[src/rtl/instr_fetch_unit_if.sv]
// Fetch-side bus bundle: instruction-memory request/response
// channel and the buffered instruction channel toward decode.
interface instr_fetch_unit_if #(
  parameter int DWIDTH = 32
);
  logic              imem_req_valid;
  logic              imem_req_ready;
  logic [DWIDTH-1:0] imem_addr;
  logic              imem_rsp_valid;
  logic [DWIDTH-1:0] imem_rsp_data;
  logic              instr_valid;
  logic              instr_ready;
  logic [DWIDTH-1:0] instr_data;
  logic [DWIDTH-1:0] instr_pc;

  modport master (
    output imem_req_valid, imem_addr,
    input  imem_req_ready, imem_rsp_valid, imem_rsp_data,
    output instr_valid, instr_data, instr_pc,
    input  instr_ready
  );

  modport slave (
    input  imem_req_valid, imem_addr,
    output imem_req_ready, imem_rsp_valid, imem_rsp_data,
    input  instr_valid, instr_data, instr_pc,
    output instr_ready
  );
endinterface

[src/rtl/instr_fetch_unit.sv]
// Single-outstanding instruction fetch with a small FWFT buffer.
// IFU_MISALIGN_TRAP_EN adds fetch_misalign and a TRAP state.
module instr_fetch_unit #(
  parameter int DWIDTH = 32,
  parameter int DEPTH  = 2
) (
  input  logic              clk,
  input  logic              reset,
  input  logic [DWIDTH-1:0] pc_value,
  output logic              pc_en,
  input  logic              flush,
  instr_fetch_unit_if.master bus
`ifdef IFU_MISALIGN_TRAP_EN
  ,
  output logic              fetch_misalign
`endif
);

  localparam int AW = $clog2(DEPTH);
  localparam int CW = AW + 1;

`ifdef IFU_MISALIGN_TRAP_EN
  typedef enum logic [2:0] {
    IDLE, REQ, WAIT, DRAIN, TRAP
  } state_t;
`else
  typedef enum logic [1:0] {
    IDLE, REQ, WAIT, DRAIN
  } state_t;
`endif

  state_t state_q, state_d;

  logic [DWIDTH-1:0] addr_q;
  logic              load;
  logic              push;
  logic              pop;
  logic              full;

  logic [DWIDTH-1:0] data_mem [DEPTH];
  logic [DWIDTH-1:0] pc_mem   [DEPTH];
  logic [AW-1:0]     wr_ptr;
  logic [AW-1:0]     rd_ptr;
  logic [CW-1:0]     count;

  assign full = (count == CW'(DEPTH));

  always_comb begin
    state_d = state_q;
    load    = 1'b0;
    push    = 1'b0;
    unique case (state_q)
      IDLE: begin
        if (!flush && !full) begin
`ifdef IFU_MISALIGN_TRAP_EN
          if (pc_value[1:0] != 2'b00) begin
            state_d = TRAP;
          end else begin
            state_d = REQ;
            load    = 1'b1;
          end
`else
          state_d = REQ;
          load    = 1'b1;
`endif
        end
      end
      REQ: begin
        if (flush) begin
          state_d = bus.imem_req_ready ? DRAIN : IDLE;
        end else if (bus.imem_req_ready) begin
          state_d = WAIT;
        end
      end
      WAIT: begin
        // a response arriving with flush is simply dropped
        if (bus.imem_rsp_valid) begin
          state_d = IDLE;
          push    = !flush;
        end else if (flush) begin
          state_d = DRAIN;
        end
      end
      DRAIN: begin
        if (bus.imem_rsp_valid) state_d = IDLE;
      end
`ifdef IFU_MISALIGN_TRAP_EN
      TRAP: begin
        if (flush) state_d = IDLE;
      end
`endif
      default: state_d = IDLE;
    endcase
  end

  always_ff @(posedge clk or negedge reset) begin
    if (!reset) begin
      state_q <= IDLE;
      addr_q  <= '0;
    end else begin
      state_q <= state_d;
      if (load) addr_q <= pc_value;
    end
  end

  assign pop = bus.instr_valid && bus.instr_ready && !flush;

  always_ff @(posedge clk or negedge reset) begin
    if (!reset) begin
      wr_ptr <= '0;
      rd_ptr <= '0;
      count  <= '0;
    end else if (flush) begin
      wr_ptr <= '0;
      rd_ptr <= '0;
      count  <= '0;
    end else begin
      if (push) wr_ptr <= wr_ptr + AW'(1);
      if (pop)  rd_ptr <= rd_ptr + AW'(1);
      count <= count + CW'(push) - CW'(pop);
    end
  end

  always_ff @(posedge clk) begin
    if (push) begin
      data_mem[wr_ptr] <= bus.imem_rsp_data;
      pc_mem[wr_ptr]   <= addr_q;
    end
  end

  assign pc_en              = push;
  assign bus.imem_req_valid = (state_q == REQ);
  assign bus.imem_addr      = addr_q;
  assign bus.instr_valid    = (count != '0);
  assign bus.instr_data     = bus.instr_valid ? data_mem[rd_ptr] : '0;
  assign bus.instr_pc       = bus.instr_valid ? pc_mem[rd_ptr] : '0;

`ifdef IFU_MISALIGN_TRAP_EN
  assign fetch_misalign = (state_q == TRAP);
`endif

endmodule

[src/flat_wrapper.sv]
// flat-port wrapper written by rule: the top's interface ports become plain ports
module instr_fetch_unit_flat 
#(
  parameter int DWIDTH = 32,
  parameter int DEPTH  = 2
)
  (clk, reset, pc_value, pc_en, flush, bus_imem_req_valid, bus_imem_addr, bus_imem_req_ready, bus_imem_rsp_valid, bus_imem_rsp_data, bus_instr_valid, bus_instr_data, bus_instr_pc, bus_instr_ready);
  instr_fetch_unit_if #(.DWIDTH(DWIDTH)) bus_i ();
  input  logic clk;
  input  logic reset;
  input  logic [DWIDTH-1:0] pc_value;
  output logic pc_en;
  input  logic flush;
  output wire logic [$bits(bus_i.imem_req_valid)-1:0] bus_imem_req_valid;
  output wire logic [$bits(bus_i.imem_addr)-1:0] bus_imem_addr;
  input wire logic [$bits(bus_i.imem_req_ready)-1:0] bus_imem_req_ready;
  input wire logic [$bits(bus_i.imem_rsp_valid)-1:0] bus_imem_rsp_valid;
  input wire logic [$bits(bus_i.imem_rsp_data)-1:0] bus_imem_rsp_data;
  output wire logic [$bits(bus_i.instr_valid)-1:0] bus_instr_valid;
  output wire logic [$bits(bus_i.instr_data)-1:0] bus_instr_data;
  output wire logic [$bits(bus_i.instr_pc)-1:0] bus_instr_pc;
  input wire logic [$bits(bus_i.instr_ready)-1:0] bus_instr_ready;
  assign bus_imem_req_valid = bus_i.imem_req_valid;
  assign bus_imem_addr = bus_i.imem_addr;
  assign bus_i.imem_req_ready = bus_imem_req_ready;
  assign bus_i.imem_rsp_valid = bus_imem_rsp_valid;
  assign bus_i.imem_rsp_data = bus_imem_rsp_data;
  assign bus_instr_valid = bus_i.instr_valid;
  assign bus_instr_data = bus_i.instr_data;
  assign bus_instr_pc = bus_i.instr_pc;
  assign bus_i.instr_ready = bus_instr_ready;
  instr_fetch_unit #(.DWIDTH(DWIDTH), .DEPTH(DEPTH)) u_core (.clk(clk), .reset(reset), .pc_value(pc_value), .pc_en(pc_en), .flush(flush), .bus(bus_i));
endmodule
[config.mk]
export PLATFORM = sky130hd
export DESIGN_NAME = instr_fetch_unit_flat
export DESIGN_NICKNAME = d
export VERILOG_FILES = /design/src/rtl/instr_fetch_unit_if.sv /design/src/rtl/instr_fetch_unit.sv /design/src/flat_wrapper.sv
export SDC_FILE = /design/constraint.sdc
export NUM_CORES = 1
export LEC_CHECK = 0
export ABC_AREA = 0
export BUFFER_PORTS_ARGS = -buffer_cell sky130_fd_sc_hd__buf_2
export CAP_MARGIN = 20
export CELL_PAD_IN_SITES_DETAIL_PLACEMENT = 1
export CELL_PAD_IN_SITES_GLOBAL_PLACEMENT = 1
export CORE_ASPECT_RATIO = 1.1
export CORE_MARGIN = 5
export CORE_UTILIZATION = 40
export CTS_BUF_LIST = sky130_fd_sc_hd__clkbuf_4
export DETAILED_ROUTE_END_ITERATION = 10
export PLACE_DENSITY = 0.84
export SLEW_MARGIN = 40
export SYNTH_ARGS = -nofsm -noshare
export SYNTH_HDL_FRONTEND = slang
export SYNTH_SLANG_ARGS = --single-unit
[constraint.sdc]
create_clock -name clk -period 3.79 [get_ports clk]
set_clock_uncertainty 0.1 [all_clocks]
set_input_delay 0.5685 -clock clk [delete_from_list [all_inputs] [get_ports clk]]
set_output_delay 0.5685 -clock clk [all_outputs]
set_load 0.1 [all_outputs]
==> metrics.yaml, run 1 <==
outcome:
  status: "completed"
sta:
  tns_ns: 0
  fmax_ghz: 0.323
  setup_viol: 0
  slew_viol_final: 0
  slew_headroom_pct: 60.3
  rsz0062_at_grt: "false"
  hold_viol: 0
  layout_setup_ws_ns: 0.690
  min_period_ns: 3.10
  tightest_slew_ns: 0.595
  finalCritPeriodShare_pct: 81.8
die:
  start_util_pct: 40.8
  ios: 169
  die-area_um2: 18800
  die_w_um: 131
  std_cell_rows: 48
  die_h_um: 143
  coreArea_um2: 15800
route:
  wl_met2_um: 7530
  wl_met1_um: 5480
  wl_met3_um: 905
  viasPerCell: 4.86
  drc: 0
  top_layer: "met4"
  initialDrtViolationCount: 100
  dr.pass1.iters: 4
  routed_wl_um: 14200
  drtAntennaViolNets: 0
  post_drt_wl_per_cell_um: 18.5
  vias: 3711
critical_path:
  reg2regPathDepth: 4
  setup.worst_path.end: "bus_instr_data[12]"
  r2r_start: "u_core.state_q[1]"
  rr_endpoint: "u_core.data_mem[1][10]"
  crit_required_ns: 3.12
  cp_data_arrival_time_ns: 2.43
  cp-startpoint: "u_core.rd_ptr"
  path_class: "register to output pin"
  crit_fanout: 34
  critPathCaptureType: "output pin"
  startpoint_type: "register"
  ff2ff_setup_slack_ns: 1.78
logic_synthesis:
  synth_edf_count: 128
  postSynth.asyncResetShare_pct: 22.9
  synth_area_per_cell_um2: 17.2
  syn-instance-count: 374
  synth_nets: 446
  ys_seq_area_share_pct: 74.4
  ys.flop_type: "edfxtp_1"
  synth_cell_type_count: 27
  syn_area_um2: 6450
  ys_warn_count: 0
  ys_ff_latch: 166
grt:
  first_global_vias: 4204
  grt_pass1_wl_um: 22100
  grt_overflow: 0
  grt_max_degree: 39
  antenna_found_initial: 0
  grtUsageTotal_pct: 15.7
finish:
  final_common_cell: "buf_2"
  layout.nets: 623
  final_cell_mix: "buf_2, edfxtp_1, nor2_1, mux2i_1, dfrtp_1"
  nFillCells: 1596
  syn_to_final_growth_pct: 21.3
  layout-drive-gt1-share_pct: 43.1
  diodes: 0
clocking:
  htree_levels: 4
  cts.clk_slew.worst_paths_ns: 0.13
  cts-root-buf: "clkbuf_4"
  cts_sinks: 166
  cts_tree: "done"
  cts_buffer_depth: 2
  cts_buffers: 17
  clock_latency_ns: 0.54
power:
  leakagePower_nw: 3.17
  ir_worst_vdd_uv: 669
  power_density_nw_per_um2: 860
  power.total_w: 0.00673
placement:
  hpwlAfterDp_um: 10000
  io_buffers: 168
  place_ws_ns: 1.22
  place.gp.congestion: 0.701
run:
  max-cap-violations: 0
hold_path:
  hold_path_class: "input port to register"
[metrics by stage]
stage | std cells | instance area, µm² | hold slack [ns] | utilization (%)
4_1_cts | 763 | 7810 | 0.0291 | 49.4
2_1_floorplan | 374 | 6460 | 0.173 | -
5_1_grt | 764 | 7820 | 0.0289 | 49.5
3_5_place_dp | 730 | 7550 | 0.379 | 47.8
6_report | 764 | 7820 | 0.102 | 49.5
3_3_place_gp | 729 | 7530 | 0.374 | 47.7
[routing by layer]
metal	global-route usage, %	vias to the layer above
li1	-	1718
met1	18.6	1851
met2	27.2	123
met3	3.89	19
met4	6.06	0
met5	0	-
[what timing repair did]
action                    4_1_cts  5_1_grt
gates resized for setup         0        0
hold endpoints to repair       38        0
buffers inserted                0        0
hold buffers                    1        0
[cells by family after synthesis]
kind of cell,Yosys count,synth area share [%]
multiplexers,96,17.3
AND/OR/NAND/NOR,77,4.79
adder cells (fa/ha/maj),2,0.388
XOR/XNOR,3,0.408
flip-flops,166,74.4
buffers and inverters,22,1.90
AO/OA/AOI/OAI,8,0.893
[worst min path at each step]
stage	start	end	slack, ns	cells past startpoint
CTS	bus_imem_rsp_data[1]	u_core.data_mem[0][1]	0.03	1
detailed placement	u_core.bus.imem_addr[4]	u_core.pc_mem[1][4]	0.38	0
floorplan	reset	u_core.bus.imem_addr[0]	0.17	0
global route	bus_imem_rsp_data[1]	u_core.data_mem[0][1]	0.03	1
global placement	u_core.bus.imem_addr[0]	u_core.pc_mem[1][0]	0.37	0
finish	bus_imem_rsp_data[6]	u_core.data_mem[1][6]	0.10	1
[cell type report]
type / instances / area [µm²] / area share, %
Sequential cell: 166 / 4800 / 61.4
Tap cell: 200 / 250 / 3.20
Clock buffer: 18 / 135 / 1.73
Timing Repair Buffer: 176 / 951 / 12.2
Inverter: 4 / 15.0 / 0.192
Clock inverter: 14 / 110 / 1.41
Multi-Input combinational cell: 186 / 1560 / 20.0
[worst max-delay path, cell delays in order, from the launching register on]
cell     delay, ns
dfrtp_4       0.83
buf_12        0.31
mux2i_1       0.14
nor2_1        0.14
buf_2         0.45
[registers in the layout, summed over array words and instances (netlist names)]
signal / count
u_core.state_q: 2
u_core.data_mem: 64
u_core.count: 2
u_core.wr_ptr: 1
u_core.bus.imem_addr: 32
u_core.pc_mem: 64
u_core.rd_ptr: 1
[cell usage after synthesis, types with 2 or more instances]
library cell  count  area, µm²
edfxtp_1        128       3840
ha_1              2       25.0
buf_2             8       40.0
o21ai_0           2       10.0
buf_1             5       18.8
nor2_1           69        259
dfrtp_1          38        951
buf_6             4       45.0
mux2i_1          64        641
nor2b_1           3       18.8
mux2_2            2       22.5
mux2_4           30        450
inv_1             4       15.0
xor2_1            2       17.5
[power by group]
group | switching [W] | internal (W)
sequential | 0.000267 | 0.00233
combinational | 0.00257 | 0.000650
clock | 0.000584 | 0.000325
total | 0.00342 | 0.00330
Power figures use the tool's default switching activity.
==> run 2: changes to the inputs <==
- ABC_AREA: 0 -> 1
- CORE_UTILIZATION: 40 -> 39
- PLACE_DENSITY: 0.84 -> 0.85
- clock period: 3.79 -> 2.6 ns (I/O delays scaled with it)
==> metrics.yaml, run 2 <==
logic_synthesis:
  yosysTopAreaCellShare_pct: 58.6
  synth_edf_count: 128
  synthMuxAreaShare_pct: 0
  synth_top_family_by_area: "simple AND/OR/NAND/NOR gates"
  ys_seq_area_share_pct: 73.2
  synth_area_leaders: "edfxtp_1, dfrtp_1, nand2_1"
  synth_area_per_cell_um2: 12.2
  synth_cell_type_count: 21
  postSynth.asyncResetShare_pct: 22.9
  syn_area_um2: 6550
  ys_warn_count: 0
  ys_ff_latch: 166
  syn-instance-count: 537
  synth_area_leader_cell: "edfxtp_1"
  synth_xor_area_share_pct: 0.134
  synth-compound-area-share_pct: 9.49
  yosys.area_share.simple_pct: 11.9
  synth_nets: 609
  synthAdderAreaFrac_pct: 0.382
  synth.most_common_cell: "nand2_1"
  ys.flop_type: "edfxtp_1"
  synthTopCellsByCount: "nand2_1, edfxtp_1, a21oi_1"
route:
  drc: 0
  viasPerCell: 4.95
  vias: 4936
  initialDrtViolationCount: 215
  post_drt_wl_per_cell_um: 19.7
  routed_wl_um: 19600
  dr.pass1.iters: 4
  drtAntennaViolNets: 0
clocking:
  clock_latency_ns: 0.54
  htree_levels: 4
  cts_buffers: 17
  cts_buffer_depth: 2
  cts-root-buf: "clkbuf_4"
  cts.clk_slew.worst_paths_ns: 0.13
  cts_tree: "done"
  cts_sinks: 166
power:
  switching_power_w: 0.00536
  power.total_w: 0.0107
  power.share.combinational_pct: 49.5
  ir_worst_vdd_uv: 939
  power_density_nw_per_um2: 1080
  seqPwrFrac_pct: 34.7
  sw_frac_of_total_pct: 50.1
  leakagePower_nw: 4.01
  p_clk_share_pct: 15.8
  p_int_w: 0.00535
sta:
  finalCritPeriodShare_pct: 95.7
  slew_headroom_pct: 65.8
  tns_ns: 0
  slew_viol_final: 0
  fmax_ghz: 0.402
  setup_viol: 0
  hold_viol: 0
  tightest_slew_ns: 0.516
  layout_setup_ws_ns: 0.112
  min_period_ns: 2.49
hold_path:
  hold_depth: 2
  hold_path_class: "input port to register"
finish:
  nFillCells: 1629
  layout-drive-gt1-share_pct: 40.9
  seq_area_um2: 4800
  layout.nets: 852
  final_util_pct: 60.3
  diodes: 0
  syn_to_final_growth_pct: 51.1
  final_cell_mix: "nand2_1, edfxtp_1, buf_2, buf_12, dlygate4sd3_1"
  final_cell_count_no_fill: 997
  multi_input_comb_area_um2: 1720
  final_common_cell: "nand2_1"
placement:
  dp.cells: 896
  io_buffers: 168
  place.gp.congestion: 0.753
  hpwlAfterDp_um: 12500
  place_ws_ns: 0.455
critical_path:
  critPathCaptureType: "output pin"
  startpoint_type: "register"
  cp_data_arrival_time_ns: 2.00
  crit_required_ns: 2.11
  crit_fanout: 44
  path_class: "register to output pin"
  reg2regPathDepth: 5
grt:
  antenna_found_initial: 0
  grt_overflow: 0
  grt_max_degree: 48
  grtUsageTotal_pct: 20.5
  grt_pass1_wl_um: 30500
  first_global_vias: 5513
die:
  start_util_pct: 39.9
  die_w_um: 134
  ios: 169
  coreArea_um2: 16400
  std_cell_rows: 49
  die_h_um: 146
  die-area_um2: 19500
outcome:
  status: "completed"
run:
  max-cap-violations: 0
run 2: repair_timing:
item,CTS,global route
hold endpoints to repair,113,0
hold buffers,65,0
setup buffers,4,0
setup endpoints to repair,64,7
gates resized for setup,4,7
run 2: power groups by stage:
stage / Combinational [W] / Clock [W] / Sequential [W]
finish: 0.00530 / 0.00169 / 0.00371
global route: 0.00550 / 0.00185 / 0.00377
CTS: 0.00529 / 0.00174 / 0.00371
detailed placement: 0.00517 / 0 / 0.00378
global placement: 0.00507 / 0 / 0.00373
floorplan: 0.00219 / 0 / 0.00536
run 2: worst paths after layout:
kind	startpoint	end	slack, ns
worst max-delay path	u_core.rd_ptr	bus_instr_data[31]	0.11
max in group asynchronous	reset	u_core.rd_ptr	1.57
worst min register to register	u_core.bus.imem_addr[22]	u_core.pc_mem[1][22]	0.41
worst max register to register	u_core.state_q[1]	u_core.pc_mem[0][28]	0.64
worst min-delay path	flush	u_core.count[0]	0.08
min in group asynchronous	reset	u_core.bus.imem_addr[21]	0.24
run 2: logic make-up (layout without fill, tap and decap cells):
kind of cell / after synthesis / count (layout)
flip-flops: 166 / 166
adder cells (fa/ha/maj): 2 / 2
XOR/XNOR: 1 / 1
AO/OA/AOI/OAI: 100 / 100
buffers and inverters: 68 / 324
AND/OR/NAND/NOR: 200 / 200
run 2: layer usage:
layer | global-route usage (%) | vias up | routed length [µm]
met5 | 0 | - | 0
met4 | 6.33 | 0 | 359
met3 | 4.94 | 24 | 966
met2 | 38.8 | 150 | 11000
met1 | 22.4 | 2469 | 7260
li1 | - | 2293 | -
run 2: final cells by class:
cell class	instances	share of cell area, %
clock inverters	15	2.03
well taps	204	2.58
clock buffers	17	1.29
inverters	41	1.63
flip-flops and latches	166	48.5
repair buffers	251	26.6
multi-input cells	303	17.4
run 2: critical path, stage by stage, from the launching register on:
cell and delay, ns:
dfrtp_4 0.54, inv_2 0.10, buf_12 0.22, nand2_1 0.13
a21oi_2 0.25, buf_12 0.21
run 2: metrics by stage:
stage	hold WS (ns)	instance area, µm²
after floorplan	-0.00559	6800
after global placement	0.254	8840
after detailed placement	0.267	8840
after CTS	0.0189	9870
after global routing	0.0314	9900
final	0.0779	9900
